<file path="src/rtl/sync_fifo.sv">
// sync_fifo: single-clock show-ahead FIFO; define SYNC_FIFO_ERR_FLAGS_EN to add sticky overflow/underflow flags
module sync_fifo #(
  parameter int ADDR_WIDTH = 2,
  parameter int DATA_WIDTH = 8
) (
  input  logic                  clk,
  input  logic                  reset,
  input  logic [DATA_WIDTH-1:0] din,
  input  logic                  write_en,
  input  logic                  read_en,
  output logic [DATA_WIDTH-1:0] dout,
  output logic                  full,
  output logic                  empty,
`ifdef SYNC_FIFO_ERR_FLAGS_EN
  output logic                  overflow,
  output logic                  underflow,
`endif
  output logic [ADDR_WIDTH:0]   level
);
  localparam int DEPTH = 2 ** ADDR_WIDTH;
  logic [DATA_WIDTH-1:0] mem [DEPTH];
  logic [ADDR_WIDTH-1:0] wr_ptr, rd_ptr;
  logic [ADDR_WIDTH:0]   count;
  logic                  wr, rd;
  assign full  = count[ADDR_WIDTH];
  assign empty = count == '0;
  assign level = count;
  assign dout  = mem[rd_ptr];
  assign wr    = write_en & ~full;
  assign rd    = read_en & ~empty;
  // storage: written at the tail, cleared on reset
  always_ff @(posedge clk) begin
    if (reset) for (int i = 0; i < DEPTH; i++) mem[i] <= '0;
    else if (wr) mem[wr_ptr] <= din;
  end
  // pointers wrap naturally; count moves only when exactly one side is accepted
  always_ff @(posedge clk) begin
    if (reset) begin
      wr_ptr <= '0;
      rd_ptr <= '0;
      count  <= '0;
    end else begin
      wr_ptr <= wr_ptr + {{(ADDR_WIDTH-1){1'b0}}, wr};
      rd_ptr <= rd_ptr + {{(ADDR_WIDTH-1){1'b0}}, rd};
      count  <= count + {{ADDR_WIDTH{1'b0}}, wr} - {{ADDR_WIDTH{1'b0}}, rd};
    end
  end
`ifdef SYNC_FIFO_ERR_FLAGS_EN
  // sticky error flags: any request against full/empty latches until reset
  always_ff @(posedge clk) begin
    if (reset) begin
      overflow  <= 1'b0;
      underflow <= 1'b0;
    end else begin
      overflow  <= overflow | (write_en & full);
      underflow <= underflow | (read_en & empty);
    end
  end
`endif
endmodule

</file>
<file path="config.mk">
export PLATFORM = sky130hd
export DESIGN_NAME = sync_fifo
export DESIGN_NICKNAME = d
export VERILOG_FILES = /design/src/rtl/sync_fifo.sv
export SDC_FILE = /design/constraint.sdc
export NUM_CORES = 1
export LEC_CHECK = 0
export CAP_MARGIN = 0
export CORE_AREA = 5 5 64 66
export CTS_BUF_LIST = sky130_fd_sc_hd__clkbuf_8
export DETAILED_ROUTE_END_ITERATION = 10
export DIE_AREA = 0 0 69 71
export GPL_TIMING_DRIVEN = 0
export PLACE_DENSITY = 0.85
export SYNTH_ARGS = -nofsm -noshare
export SYNTH_HDL_FRONTEND = slang
export SYNTH_SLANG_ARGS = --single-unit
</file>
<file path="constraint.sdc">
create_clock -name clk -period 2.3 [get_ports clk]
set_input_delay 0.23 -clock clk [delete_from_list [all_inputs] [get_ports clk]]
set_output_delay 0.23 -clock clk [all_outputs]
set_load 0.03 [all_outputs]
</file>
==> results of run 1 <==
-- per-stage QoR --
step           hold WS (ps)  instances  utilization [%]
4_1_cts               557.9        207            62.68
3_5_place_dp          539.1        200            60.30
5_1_grt               601.8        207            63.17
2_1_floorplan         452.0        128                -
6_report              555.3        207            63.17
3_3_place_gp          536.3        200            60.30
-- cells by family after synthesis --
kind of cell | Yosys count
multiplexers | 10
buffers and inverters | 20
XOR/XNOR | 3
AND/OR/NAND/NOR | 47
AO/OA/AOI/OAI | 6
adder cells (fa/ha/maj) | 3
flip-flops | 39
-- power by group --
part	internal, mW	switching (mW)
Sequential	0.860	0.0654
Combinational	0.371	0.425
Clock	0.204	0.227
-- placed cells by master (no fill, tap or decap) --
master           instances
edfxtp_1                32
nor3_1                  17
clkdlybuf4s50_1         17
nor2_1                  12
inv_1                   11
mux4_2                   8
nor3_2                   8
dfxtp_1                  7
dlymetal6s2s_1           7
nor2b_1                  5
clkbuf_8                 5
o21bai_2                 3
nand2b_1                 2
buf_4                    2
buf_2                    2
buf_6                    2
clkbuf_1                 2
mux2_2                   2
ha_1                     2
and2b_1                  1
o31a_1                   1
xor2_1                   1
or3b_1                   1
buf_1                    1
or4b_1                   1
a31o_2                   1
clkinv_1                 1
o311ai_0                 1
xnor2_1                  1
xor3_1                   1
fa_1                     1
clkinv_2                 1
-- worst max path at each step --
stage | end | slack [ps] | cells past startpoint
after floorplan | mem[1][0] | 310 | 4
after global placement | mem[1][0] | -280 | 5
after detailed placement | mem[1][0] | -360 | 5
after CTS | dout[6] | 30 | 3
after global routing | dout[7] | 20 | 2
final | dout[7] | 140 | 2
-- tightest hold or removal path, delay by kind of cell (launching register included) --
family / cells / cell delay [ps]
xor+xnor: 1 / 140
flops: 1 / 340
simple gates: 1 / 40
-- final cells by class --
type	instances	area, sq um
buffer	9	58.81
clock buffer	5	68.82
clock inverter	3	12.51
fill	288	1297
inverter	10	37.54
multi-input combinational	69	629.4
sequential	39	1101
tap	48	60.06
timing repair buffer	24	257.7
-- sequential cells by signal, indices dropped and copies added (netlist names) --
signal	count
rd_ptr	2
mem	32
level	3
wr_ptr	2
-- layer usage --
layer | global-route usage (%) | vias to the layer above | share of wire, %
li1 | - | 526 | -
met4 | 3.254 | 0 | 1.0
met1 | 19.38 | 555 | 38
met2 | 29.66 | 37 | 55
met5 | 0 | - | 0
met3 | 5.114 | 6 | 6.1
-- timing repair --
item                       4_1_cts  5_1_grt
cloned                           0        0
gates resized for setup          2        7
setup endpoints to repair       16        7
==> metrics.md, run 1 <==
| Metric | Value |
|---|---|
| Chip width | 69 microns |
| Slowest CP cell | dfxtp_1 |
| Final max-slew violation count | 0 |
| Post-DP Area | 2125 sq um |
| Syn_nets | 143 |
| Critical setup path kind | reg2out |
| Minimum clock period | 2158 ps |
| Clk buf depth | 2 |
| Ports | 25 |
| Max-slew headroom | 55.30% |
| Crit end category | output pin |
| Reg2Reg Setup Slack | 270 ps |
| Leakage | around 0.89 nW |
| Hold-fix buffers at CTS | 0 |
| Tcrit/Tclk final | 93.84% |
| Residual DRC | 0 |
| Hold Crit Depth | 2 |
| Yosys reg bits | 39 |
| Initial Utilization | 51.78% |
| Gate Count Post-Synth | 128 |
| Area leader, netlist | edfxtp_1 |
| Critical Path Start Type | flop |
| Worst path required time | 2070 ps |
| Final wirelength | 3.633 mm |
| FF-to-FF End | mem[0][0] |
| Arrival time worst endpoint | between 1500 and 2000 ps |
| PwrDens | ~970 nW/um^2 |
| Synthesized area | 1824 sq um |
| CP peak stage delay | 650 ps |
| Setup Buffers After CTS | 0 |
| Top cells by count, synth | edfxtp_1, nor3_1, nor2_1 |
| Cell breakdown of the critical path | mux4_2 > clkdlybuf4s50_1 |
| Combinational family with the most area after synthesis | simple AND/OR/NAND/NOR gates |
| Top_reg_cell synth | edfxtp_1 |
| EDFF count, synth | 32 |
| Final setup vio count | 0 |
| Nets | 173 |
| RSZ-0062 raised after global routing | no |
| Core ar. | about 3500 sq um |
| Gr ovfl total | 0 |
| Buffers on Ports | 24 |
| Synth top area cells | edfxtp_1, mux4_2, dfxtp_1 |
| Crit path max fanout | 10 |
| Setup ws final | 141.7 ps |
| Total power | 2.153 mW |
| Cell area after layout | 2226 sq um |
| Largest net degree at the start of global routing | 12 |
| Synth unique cells | 29 |
| Drt pass-1 iters | 4 |
| Worst slew pin tran | 670.5 ps |
| Hold Path End | wr_ptr[1] |
| Vias in the first global route | 1217 |
| Crit path max-delay family | flip-flops |
| Hold Vio Cnt, Final | 0 |
| Wire length per cell | 17.55 microns |
| Top-count cell post-synth | edfxtp_1 |
| Worst-Skew Late Latency | 290 ps |
| Clock Skews | 2.629 ps |
| YS warnings | 0 |
| Hold Path Class | reg2reg |
| Num CTS Buffers | 5 |
| Clock sinks | 39 |
| Worst setup path startpoint | rd_ptr[1] |
| Yosys top cell area share | 52.67% |
| Antenna Nets Post-Route | 0 |
| Post-DP HPWL | 2.478 mm |
| FP Rows | 22 |
| Global-route wire length before repair | 6.182 mm |
| Worst Path Buf+Inv | 1 |
| Dpl ws | -356.5 ps |
| Mux cell area share after synthesis | 11.11% |
| Post-Synth XOR/XNOR Area | approximately 2.3% |
| Peak supply drop | 0.0005664 V |
| MaxCap Viol Count | 0 |
| Ys async rst share | 0% |
| Post-synthesis sequential area ratio | 60.36% |
| Share of layout cells above drive strength 1 | 21.38% |
| Vias | 1124 |
| Routability-driven placement congestion ratio | ~0.76 |
| R2r startpoint | level[2] |
| CTS H-tree lvls | 2 |
| Antenna fix cells | 0 |
| Min-delay src | wr_ptr[1] |
| Die area | between 4000 and 5000 sq um |
| TritonCTS clock tree | yes |
| All-Layer GR Usage | roughly 16% |
| Adder-cell share of the synthesized area | 2.469% |
| Antenna violations before repair | 0 |
| Die Y | 71 microns |
| Vias/cell | 5.430 |
| Worst r2r path cells | 4 |
| Outcome | complete, no violations |
| CTS Root Buffer Type | clkbuf_8 |
| Synth Area in Compound Gates | 3.086% |
| Area growth, synth to finish | 22.02% |
| Post-Synth Simple-Gate Area | 15.36% |
| Setup TNS | 0 ps |
| Reg clk slew, reported paths | about 70 ps |
| Achievable Freq | 0.4633 GHz |
| Mean Syn Cell Area | 14.25 sq um |
| Starting DRC count in detailed routing | 45 |
No activity file was read; power rests on OpenSTA's default activity.
==> run 2: changes to the inputs <==
Settings changed: PLACE_DENSITY 0.85 to not set, PLACE_DENSITY_LB_ADDON set to 0.15.
==> metrics.md, run 2 (synthesized netlist as in run 1, its figures left out) <==
| Metric | Value |
|---|---|
| Outcome | complete, no violations |
| Tcrit/Tclk final | 92.81% (-1.0 points) |
| Minimum clock period | 2135 ps (-23.70 ps) |
| Hold Vio Cnt, Final | 0 (unchanged) |
| Wire length per cell | 16.77 microns (-4.5%) |
| Area growth, synth to finish | 21.95% (about the same) |
| Crit path max fanout | 10 (unchanged) |
| MaxCap Viol Count | 0 (unchanged) |
| Core ar. | 3523 sq um (unchanged) |
| CTS H-tree lvls | 2 (unchanged) |
| Commonest cells after routing, fill and taps aside | edfxtp_1, nor3_1, clkdlybuf4s50_1 |
| Die area | 4899 sq um (unchanged) |
| Peak supply drop | 0.0004931 V (-13%) |
| RSZ-0062 raised after global routing | no |
| Antenna violations before repair | 0 (unchanged) |
| Gr ovfl total | 0 (unchanged) |
| Total power | 2.142 mW (-0.53%) |
| Final wirelength | 3.471 mm (-4.5%) |
| Antenna fix cells | 0 (unchanged) |
| Final setup vio count | 0 (unchanged) |
| Clock Skews | 3.504 ps (+0.8753 ps) |
| Dpl ws | -321.3 ps (+35.26 ps) |
| TritonCTS clock tree | yes |
| Num CTS Buffers | 5 (unchanged) |
| Clk buf depth | 2 (unchanged) |
| FP Rows | 22 (unchanged) |
| Achievable Freq | 0.4685 GHz (+1.1%) |
| Buffers on Ports | 24 (unchanged) |
| Worst path required time | 2070 ps (about the same) |
| CTS Root Buffer Type | clkbuf_8 |
| Most common cell after layout, fill and taps aside | edfxtp_1 |
| Worst slew pin tran | 623.1 ps (-47.39 ps) |
| Leakage | 0.8854 nW (-0.68%) |
| Chip width | 69 microns (unchanged) |
| Largest net degree at the start of global routing | 12 (unchanged) |
| Critical setup path kind | reg2out |
| Met1 Wirelength | 1.478 mm (+6.3%) |
| Antenna Nets Post-Route | 0 (unchanged) |
| Met2 routed WL | 1.731 mm (-13%) |
| Clock sinks | 39 (unchanged) |
| Post-DP Area | 2125 sq um (unchanged) |
| Residual DRC | 0 (unchanged) |
| Cell area after layout | 2225 sq um (about the same) |
| Hold Path Class | reg2reg |
| Top reg by flops | mem |
| Number of flip-flops under the largest register name | 32 (unchanged) |
| Max-slew headroom | 58.46% (+3.2 points) |
| Critical Path Start Type | flop |
| Routability-driven placement congestion ratio | 0.7446 (-1.6%) |
| Vias in the first global route | 1183 (-2.8%) |
| Ports | 25 (unchanged) |
| Vias | 1112 (-1.1%) |
| Reg clk slew, reported paths | 70 ps (about the same) |
| Highest routed layer | met4 |
| Die Y | 71 microns (unchanged) |
| Hold-fix buffers at CTS | 0 (unchanged) |
| Worst Hold Margin | 550.6 ps (-4.615 ps) |
| DR WL met3 | 182 microns (-17%) |
| Setup Buffers After CTS | 0 (unchanged) |
| Initial Utilization | 51.78% (unchanged) |
| Crit end category | output pin |
| Arrival time worst endpoint | 1900 ps (-30 ps) |
| Nets | 173 (unchanged) |
| Fill cell count | 297 (+3.1%) |
| Starting DRC count in detailed routing | 108 (+140%) |
| Worst-Skew Late Latency | 290 ps (about the same) |
| Global-route wire length before repair | 5.802 mm (-6.1%) |
| Drt pass-1 iters | 4 (unchanged) |
| Area of the multi-input gates | 629.4 sq um (unchanged) |
| Setup ws final | 165.4 ps (+23.70 ps) |
| Reg area | 1101 sq um (unchanged) |
| Final max-slew violation count | 0 (unchanged) |
| Share of layout cells above drive strength 1 | 20.75% (-0.63 points) |
| All-Layer GR Usage | 15.72% (-0.72 points) |
| Post-DP HPWL | 2.360 mm (-4.7%) |
| PwrDens | 962.8 nW/um^2 (-0.47%) |
| Vias/cell | 5.372 (-1.1%) |
## run 2: report_power, final
group	internal [mW]	switching, mW
logic	0.370	0.426
registers	0.860	0.0622
clock network	0.202	0.221
total	1.43	0.709
## run 2: layer usage
| layer | track usage [%] | vias to the layer above |
|---|---|---|
| met3 | 5.398 | 9 |
| met2 | 25.53 | 28 |
| li1 | - | 526 |
| met4 | 7.158 | 0 |
| met5 | 0 | - |
| met1 | 18.95 | 549 |
## run 2: final cells by class
class | count | share of cell area, %
clock inverter | 3 | 0.5062
buffer | 9 | 2.643
multi-input combinational | 69 | 28.29
timing repair buffer | 24 | 11.59
inverter | 10 | 1.687
clock buffer | 5 | 3.093
sequential | 39 | 49.49
tap | 48 | 2.700
## run 2: repair_timing
item	4_1_cts	5_1_grt
endpoints found under the setup margin	16	7
resized for setup	2	7
pin swaps	0	0
## run 2: final timing paths
kind / startpoint / to / slack [ps] / cells past startpoint
worst max-delay path: rd_ptr[1] / dout[7] / 170 / 2
worst min-delay path: wr_ptr[1] / wr_ptr[1] / 550 / 2
worst max register to register: level[2] / mem[0][7] / 270 / 4
worst min register to register: wr_ptr[1] / wr_ptr[1] / 550 / 2
## run 2: worst max-delay path, cell delays in order (launching register included)
cell and delay, ps:
dfxtp_1 640, mux4_2 370, clkdlybuf4s50_1 610
## run 2: metrics by stage
stage                     utilization [%]  cells  setup TNS (ps)
after floorplan                         -    128               0
after global placement              60.30    200           -4168
after global routing                63.14    207               0
after CTS                           62.64    207               0
final                               63.14    207               0
after detailed placement            60.30    200           -4431
==> run 3: changes to the inputs <==
Settings changed: CORE_AREA 5 5 64 66 to 5 5 87 49, DIE_AREA 0 0 69 71 to 0 0 92 54.
==> metrics.md, run 3 (synthesized netlist as in run 1, its figures left out) <==
| Metric | Value |
|---|---|
| Clock Skews | 8.294 ps (+4.790 ps) |
| Leakage | 0.8966 nW (+1.3%) |
| Minimum clock period | 2147 ps (+12.47 ps) |
| Critical setup path kind | reg2out |
| Hold Vio Cnt, Final | 0 (unchanged) |
| FP Rows | 16 (-27%) |
| MaxCap Viol Count | 0 (unchanged) |
| Setup TNS | 0 ps (unchanged) |
| Gr ovfl total | 0 (unchanged) |
| Outcome | complete, no violations |
| Routability-driven placement congestion ratio | 0.7841 (+5.3%) |
| Wire length per cell | 17.96 microns (+7.1%) |
| Chip width | 92 microns (+33%) |
| Vias | 1099 (-1.2%) |
| Worst path required time | 2070 ps (about the same) |
| Num CTS Buffers | 5 (unchanged) |
| Worst-Skew Late Latency | 300 ps (about the same) |
| Crit path max fanout | 10 (unchanged) |
| Vias in the first global route | 1159 (-2.0%) |
| Antenna violations before repair | 0 (unchanged) |
| Hold-fix buffers at CTS | 0 (unchanged) |
| Number of flip-flops under the largest register name | 32 (unchanged) |
| Most common cell after layout, fill and taps aside | edfxtp_1 |
| Reg2Reg Setup Slack | 220 ps (-50 ps) |
| CP peak stage delay | 630 ps (about the same) |
| Area growth, synth to finish | 23.25% |
| Die Y | 54 microns (-24%) |
| Global-route wire length before repair | 6.051 mm (+4.3%) |
| Die area | 4968 sq um (+1.4%) |
| Commonest cells after routing, fill and taps aside | edfxtp_1, nor3_1, clkdlybuf4s50_1 |
| Drt pass-1 iters | 4 (unchanged) |
| PwrDens | 1017 nW/um^2 (+5.6%) |
| TritonCTS clock tree | yes |
| Arrival time worst endpoint | 1920 ps (+20 ps) |
| RSZ-0062 raised after global routing | no |
| Crit end category | output pin |
| Post-DP HPWL | 2.533 mm (+7.3%) |
| Final max-slew violation count | 0 (unchanged) |
| Post-cts sizing count | 2 (unchanged) |
| Tcrit/Tclk final | 93.35% (+0.54 points) |
| Antenna fix cells | 0 (unchanged) |
| Fill cell count | 281 (-5.4%) |
| Share of layout cells above drive strength 1 | 22.01% (+1.3 points) |
| Buffers on Ports | 24 (unchanged) |
| Reg clk slew, reported paths | 70 ps (about the same) |
| Ports | 25 (unchanged) |
| CTS H-tree lvls | 2 (unchanged) |
| CTS Root Buffer Type | clkbuf_8 |
| Achievable Freq | 0.4658 GHz (-0.58%) |
| Initial Utilization | 51.19% (-0.58 points) |
| Antenna Nets Post-Route | 0 (unchanged) |
| Residual DRC | 0 (unchanged) |
| Starting DRC count in detailed routing | 49 (-55%) |
| Critical Path Start Type | flop |
| Clock sinks | 39 (unchanged) |
| Slowest CP cell | dfxtp_1 |
| Nets | 173 (unchanged) |
| Peak supply drop | 0.0005731 V (+16%) |
| Largest net degree at the start of global routing | 13 (+1) |
| Worst slew pin tran | 641.2 ps (+18.02 ps) |
| Vias/cell | 5.387 (+0.28%) |
| Cell breakdown of the critical path | mux4_2 > clkdlybuf4s50_1 |
| Top reg by flops | mem |
| Setup Buffers After CTS | 0 (unchanged) |
| Final setup vio count | 0 (unchanged) |
| Max-slew headroom | 57.26% (-1.2 points) |
| Clk buf depth | 2 (unchanged) |
| Hold Path Class | reg2reg |
| All-Layer GR Usage | 17.13% (+1.4 points) |
| Final wirelength | 3.664 mm (+5.6%) |
| Core ar. | 3563 sq um (+1.1%) |
| Worst Hold Margin | 550.4 ps (-0.1960 ps) |
-- run 3: cell count changes in the layout (fill, tap and decap cells not counted), sizes merged --
cell | before | now
inv | 10 | 9
bufinv | 0 | 1
-- run 3: worst max-delay path, delay by kind of cell, from the launching register on --
| family | cells | cell delay, ps |
|---|---|---|
| DFF | 1 | 630 |
| muxes | 1 | 380 |
| buffers and inverters | 1 | 610 |
-- run 3: path summary, 6_finish.rpt --
check | start | to | depth (start not counted)
setup reg to reg | level[2] | mem[0][7] | 4
hold reg to reg | wr_ptr[1] | wr_ptr[1] | 2
hold / removal | wr_ptr[1] | wr_ptr[1] | 2
setup / recovery | rd_ptr[1] | dout[7] | 2
-- run 3: layout make-up --
cell class                 instances  area [sq um]  share of cell area, %
sequential                        39          1101                  48.97
multi-input combinational         69         629.4                  27.99
timing repair buffer              24         257.7                  11.46
clock buffer                       5         68.82                  3.061
buffer                             9         58.81                  2.615
tap                               45         56.30                  2.504
clock inverter                     3         38.79                  1.725
inverter                          10         37.54                  1.669
-- run 3: stage by stage --
step	util [%]	std cells	worst slack, ps	cell area (sq um)	power [mW]
floorplan	-	128	308.8	1824	1.468
global placement	59.52	197	-336.3	2121	1.730
detailed placement	59.52	197	-358.3	2121	1.756
CTS	62.61	204	5.533	2231	2.316
global route	63.10	204	82.80	2248	2.399
finish	63.10	204	153.0	2248	2.286
-- run 3: power breakdown --
part	leakage (nW)	internal, mW	switching, mW
Sequential	0.390	0.860	0.0662
Clock	0.0556	0.318	0.243
Combinational	0.451	0.373	0.426
-- run 3: metal layers --
layer / wire (microns) / track usage (%)
met1: 1719 / 21.79
met2: 1740 / 27.66
met3: 159 / 5.028
met4: 45 / 8.128
met5: 0 / 0
==> patch 1 (settings of run 1) <==
Add a define of `SYNC_FIFO_ERR_FLAGS_EN`.
--- a/src/rtl/sync_fifo.sv
+++ b/src/rtl/sync_fifo.sv
@@ -1,4 +1,6 @@
 // sync_fifo: single-clock show-ahead FIFO; define SYNC_FIFO_ERR_FLAGS_EN to add sticky overflow/underflow flags
+`define SYNC_FIFO_ERR_FLAGS_EN
+
 module sync_fifo #(
   parameter int ADDR_WIDTH = 2,
   parameter int DATA_WIDTH = 8
Formal check against the unedited RTL (old outputs only; new: overflow and underflow): equivalent (equiv_simple and equiv_induct, registers matched by name and starting in step).
==> patch 1 against run 1 <==
- wire length is 7.4% higher
- count of clock-buffer cells in the layout stayed put
- sequential share of layout area is 0.14 points lower
- clock skew is 5.2 ps higher
- worst hold slack worse by 100 ps
- sequential cell count is 2 higher
- non-clock buffer count is 2 higher
- global-route usage is 0.54 points higher
- setup slack better by 13 ps
- area after synthesis is 3.9% higher
- total power is 5.4% higher
- register-to-register slack worse by 50 ps
- cell area is 3.9% higher
- critical path type unchanged
- critical endpoint unchanged
- highest routed layer unchanged
==> patch 1: results (changes against run 1) <==
INFO  metric status = completed
INFO  metric stdcell_count = 216 (+4.3%)
INFO  metric dpl-instance-area = 2220 sq um (+4.3%)
INFO  metric place.detailed.instances = 209 (+4.5%)
INFO  metric regToRegSetupSlack = 220 ps (-50 ps)
INFO  metric number_of_nets_in_the_layout = 182 (+5.2%)
INFO  metric post_synth_inst_count = 135 (+5.5%)
INFO  metric final_layout_size_suffix_gt1_share = 20.2% (-1.1 points)
INFO  metric synth.area.top_cells = sky130_fd_sc_hd__edfxtp_1 (51%), sky130_fd_sc_hd__dfxtp_1 (9.5%), sky130_fd_sc_hd__mux4_2 (9.5%), sky130_fd_sc_hd__nor3_1 (4.5%), sky130_fd_sc_hd__nor3_2 (4.2%)
INFO  metric final.fill_count = 299 (+3.8%)
INFO  metric max_slew_margin = 53.7% (-1.6 points)
INFO  metric p_leak = 0.918 nW (+2.9%)
INFO  metric regToRegEndpoint = mem[0][4]$_SDFFCE_PN0P_
INFO  metric post_dp_hpwl = 2.61 mm (+5.4%)
INFO  metric numPortBuffers = 26 (+8.3%)
INFO  metric synth-main-ff-cell = sky130_fd_sc_hd__edfxtp_1
INFO  metric yosys-top-cells-count = sky130_fd_sc_hd__edfxtp_1 (32), sky130_fd_sc_hd__nor3_1 (17), sky130_fd_sc_hd__nor2_1 (13)
INFO  metric grt_first_pass_wirelength = 6.35 mm (+2.8%)
INFO  metric time_the_final_worst_path_needs_with_i_o_delays_and_setup = 2140 ps (-13.5 ps)
INFO  metric detail_route.iter0.violations = 73 (+62%)
INFO  metric worst_ir_drop_vdd = 644 uV (+14%)
INFO  metric arrival_time_at_the_worst_endpoint = 1910 ps (-20 ps)
INFO  metric route.detailed.vias_per_inst = 5.50 (+1.2%)
INFO  metric gr-usage-all-layers = 17.0% (+0.54 points)
INFO  metric via_count_of_the_first_global_routing_pass = 1282 (+5.3%)
INFO  metric power.density = 981 nW/um^2 (+1.4%)
INFO  metric grt_max_degree = 13 (+1)
INFO  metric avgRoutedWirePerCell = 18.1 um (+2.9%)
INFO  metric pre_cts_slack = -399 ps (-42.0 ps)
INFO  metric synth-seq-area-share = 60.2% (-0.16 points)
==> patch 1: cell type report <==
class | count | area share [%]
Sequential cell | 41 | 49.3
Clock buffer | 5 | 2.97
Multi-Input combinational cell | 73 | 28.2
Buffer | 9 | 2.70
Tap cell | 48 | 2.60
Inverter | 11 | 1.78
Clock inverter | 3 | 0.541
Timing Repair Buffer | 26 | 11.8
==> patch 1: critical path: stages, from the launching register on <==
cell,delay (ps)
sky130_fd_sc_hd__dfxtp_1,630
sky130_fd_sc_hd__mux4_2,380
sky130_fd_sc_hd__clkdlybuf4s50_1,610
==> patch 1: worst min-delay path by stage <==
| stage | startpoint | to | slack (ps) | cells after the start |
|---|---|---|---|---|
| floorplan | reset | wr_ptr[0]$_SDFF_PP0_ | 300 | 1 |
| global placement | underflow$_SDFF_PP0_ | underflow$_SDFF_PP0_ | 440 | 2 |
| detailed placement | underflow$_SDFF_PP0_ | underflow$_SDFF_PP0_ | 440 | 2 |
| finish | underflow$_SDFF_PP0_ | underflow$_SDFF_PP0_ | 460 | 2 |
| CTS | underflow$_SDFF_PP0_ | underflow$_SDFF_PP0_ | 460 | 2 |
| global route | underflow$_SDFF_PP0_ | underflow$_SDFF_PP0_ | 500 | 2 |
==> patch 1: cells by family after synthesis <==
group / share of synthesized area (%)
simple gates: 15.5
flops: 60.2
buf+inv: 5.54
mux: 10.7
compound gates: 3.50
xor+xnor: 2.18
fa+ha+maj: 2.38
==> patch 1: repair_timing <==
item                                    CTS  global route
setup buffers                             0             0
endpoints found under the setup margin   16             6
pin swaps                                 0             0
resized for setup                         3             6
==> patch 1: per-layer routing <==
metal	track usage, %	up-vias	wire [um]
met2	29.6	44	2070
met5	0	-	0
met1	19.5	579	1510
met3	4.83	6	260
met4	7.59	0	64
li1	-	558	-
==> patch 1: power by group <==
group,total [W],leakage (nW),internal (W),switching (W)
registers,0.000979,0.406,0.000903,0.0000759
clock network,0.000441,0.0430,0.000204,0.000237
logic,0.000850,0.468,0.000391,0.000459
==> patch 1: stage by stage <==
step | utilization, % | hold WS, ps
finish | 65.7 | 455
global route | 65.7 | 495
CTS | 65.2 | 455
detailed placement | 62.9 | 444
global placement | 62.9 | 443
floorplan | - | 302
==> patch 2 (config.mk and constraints of run 1) <==
Without the edit above. Put one more register stage on the output `level`, cleared by the reset. The value now appears one clock later. The other outputs are not delayed to match.
--- a/src/rtl/sync_fifo.sv
+++ b/src/rtl/sync_fifo.sv
@@ -24,7 +24,13 @@
   logic                  wr, rd;
   assign full  = count[ADDR_WIDTH];
   assign empty = count == '0;
-  assign level = count;
+  always_ff @(posedge clk) begin
+    if (reset) begin
+      level <= '0;
+    end else begin
+      level <= count;
+    end
+  end
   assign dout  = mem[rd_ptr];
   assign wr    = write_en & ~full;
   assign rd    = read_en & ~empty;
Behaviour: not the same (a bounded check fails within 4 cycles, from zero or initial values and one cycle with reset high).
==> patch 2 against run 1 <==
- area after synthesis up 4.1%
- total power up 3.8%
- global-route usage down 1.1 points
- critical endpoint is now mem[2][7]$_SDFFCE_PN0P_
- cell area up 3.7%
- wire length down 0.80%
- maximum frequency down 0.73%
- setup slack worse by 16 ps
- die area unchanged
- clock skew about the same
- sequential cell count up 3
- non-clock buffer count down 1
- critical path depth up 3
==> patch 2: results (changes against run 1) <==
INFO  metric final.fill_count = 295 (+2.4%)
INFO  metric grt_max_degree = 13 (+1)
INFO  metric met3_wirelength = 95 um (-57%)
INFO  metric syn_area_per_cell = 14.3 sq um (+0.20%)
INFO  metric avgRoutedWirePerCell = 17.0 um (-3.1%)
INFO  metric fin_skew = 2.83 ps (+0.203 ps)
INFO  metric yosys-top-cells-count = sky130_fd_sc_hd__edfxtp_1 (32), sky130_fd_sc_hd__nor3_1 (17), sky130_fd_sc_hd__nor2_1 (13)
INFO  metric arrival_time_at_the_worst_endpoint = 2110 ps (+180 ps)
INFO  metric number_of_nets_in_the_layout = 178 (+2.9%)
INFO  metric ff_latch_area = 1160 sq um (+5.5%)
INFO  metric sw_frac_of_total = 32.1% (-1.3 points)
INFO  metric via_count_of_the_first_global_routing_pass = 1223 (+0.49%)
INFO  metric synth_fp_nets = 148 (+3.5%)
INFO  metric met1_use_gr = 16.5% (-2.9 points)
INFO  metric synth.area.top_cells = sky130_fd_sc_hd__edfxtp_1 (51%), sky130_fd_sc_hd__dfxtp_1 (11%), sky130_fd_sc_hd__mux4_2 (9.5%), sky130_fd_sc_hd__nor3_1 (4.5%), sky130_fd_sc_hd__nor3_2 (4.2%)
INFO  metric placer_s_final_routability_congestion_estimate = 0.745 (-1.5%)
INFO  metric non_clock_buffer_count = 32 (-3.0%)
INFO  metric post_dp_hpwl = 2.52 mm (+1.9%)
INFO  metric worst_ir_drop_vdd = 444 uV (-22%)
INFO  metric detail_route.iter0.violations = 71 (+58%)
INFO  metric area.growth.synth_to_final = 21.5%
INFO  metric nClkBuffers = 6 (+1)
INFO  metric worst_path_largest_cell_delay = 580 ps (-70 ps)
INFO  metric cp_slowest_cell = sky130_fd_sc_hd__clkdlybuf4s50_1
INFO  metric nFlopsAndLatches = 42 (+7.7%)
INFO  metric layout_clock_area_share = 3.96% (+0.31 points)
INFO  metric dpl-instance-area = 2200 sq um (+3.5%)
INFO  metric route.detailed.vias_per_inst = 5.43 (about the same)
INFO  metric status = completed
INFO  metric grt_first_pass_wirelength = 5.75 mm (-6.9%)
INFO  metric stdcell_count = 212 (+2.4%)
INFO  metric final_layout_size_suffix_gt1_share = 20.7% (-0.65 points)
INFO  metric synth-seq-area-share = 61.1% (+0.78 points)
INFO  metric area_share_nonclk_buffers = 13.4% (-0.83 points)
INFO  metric routed-wl-met2 = 1.95 mm (-1.9%)
INFO  metric max_slew_margin = 64.6% (+9.3 points)
patch 2: repair_timing:
item,CTS,global route
pin swaps,0,0
setup endpoints to repair,16,6
gates resized for setup,3,6
patch 2: logic make-up (layout without fill, tap and decap cells):
| group | count (synthesis) | in the layout | share of synthesized area, % |
|---|---|---|---|
| muxes | 10 | 10 | 10.7 |
| adders and majority gates | 3 | 3 | 2.37 |
| buffers and inverters | 19 | 50 | 4.94 |
| AOI/OAI and AO/OA | 6 | 6 | 2.96 |
| and+or+nand+nor | 50 | 50 | 15.7 |
| xor gates and xnor gates | 3 | 3 | 2.17 |
| DFF | 42 | 42 | 61.1 |
patch 2: worst max-delay path: cells and delay by family:
kind,cells,cell delay (ps)
buf+inv,3,890
simple gates,1,580
compound gates,1,410
patch 2: per-stage QoR:
stage | hold WS, ps | setup WS, ps
2_1_floorplan | 302 | 313
3_3_place_gp | 501 | -301
3_5_place_dp | 506 | -427
4_1_cts | 514 | 19.2
5_1_grt | 535 | 50.4
6_report | 514 | 126
patch 2: power groups by stage:
stage / clock [W] / sequential (W) / combinational, W
after floorplan: 0 / 0.00102 / 0.000506
after global placement: 0 / 0.000988 / 0.000768
after detailed placement: 0 / 0.000998 / 0.000790
after CTS: 0.000480 / 0.000992 / 0.000781
after global routing: 0.000518 / 0.00100 / 0.000820
final: 0.000478 / 0.000991 / 0.000766
patch 2: path summary, 6_finish.rpt:
kind,from,to,slack (ps),cells after the start
setup / recovery,reset,mem[2][7]$_SDFFCE_PN0P_,130,5
hold / removal,count[0]$_SDFF_PP0_,level[0]$_SDFF_PP0_,510,1
setup reg to reg,count[2]$_SDFF_PP0_,mem[2][7]$_SDFFCE_PN0P_,280,4
hold reg to reg,count[0]$_SDFF_PP0_,level[0]$_SDFF_PP0_,510,1
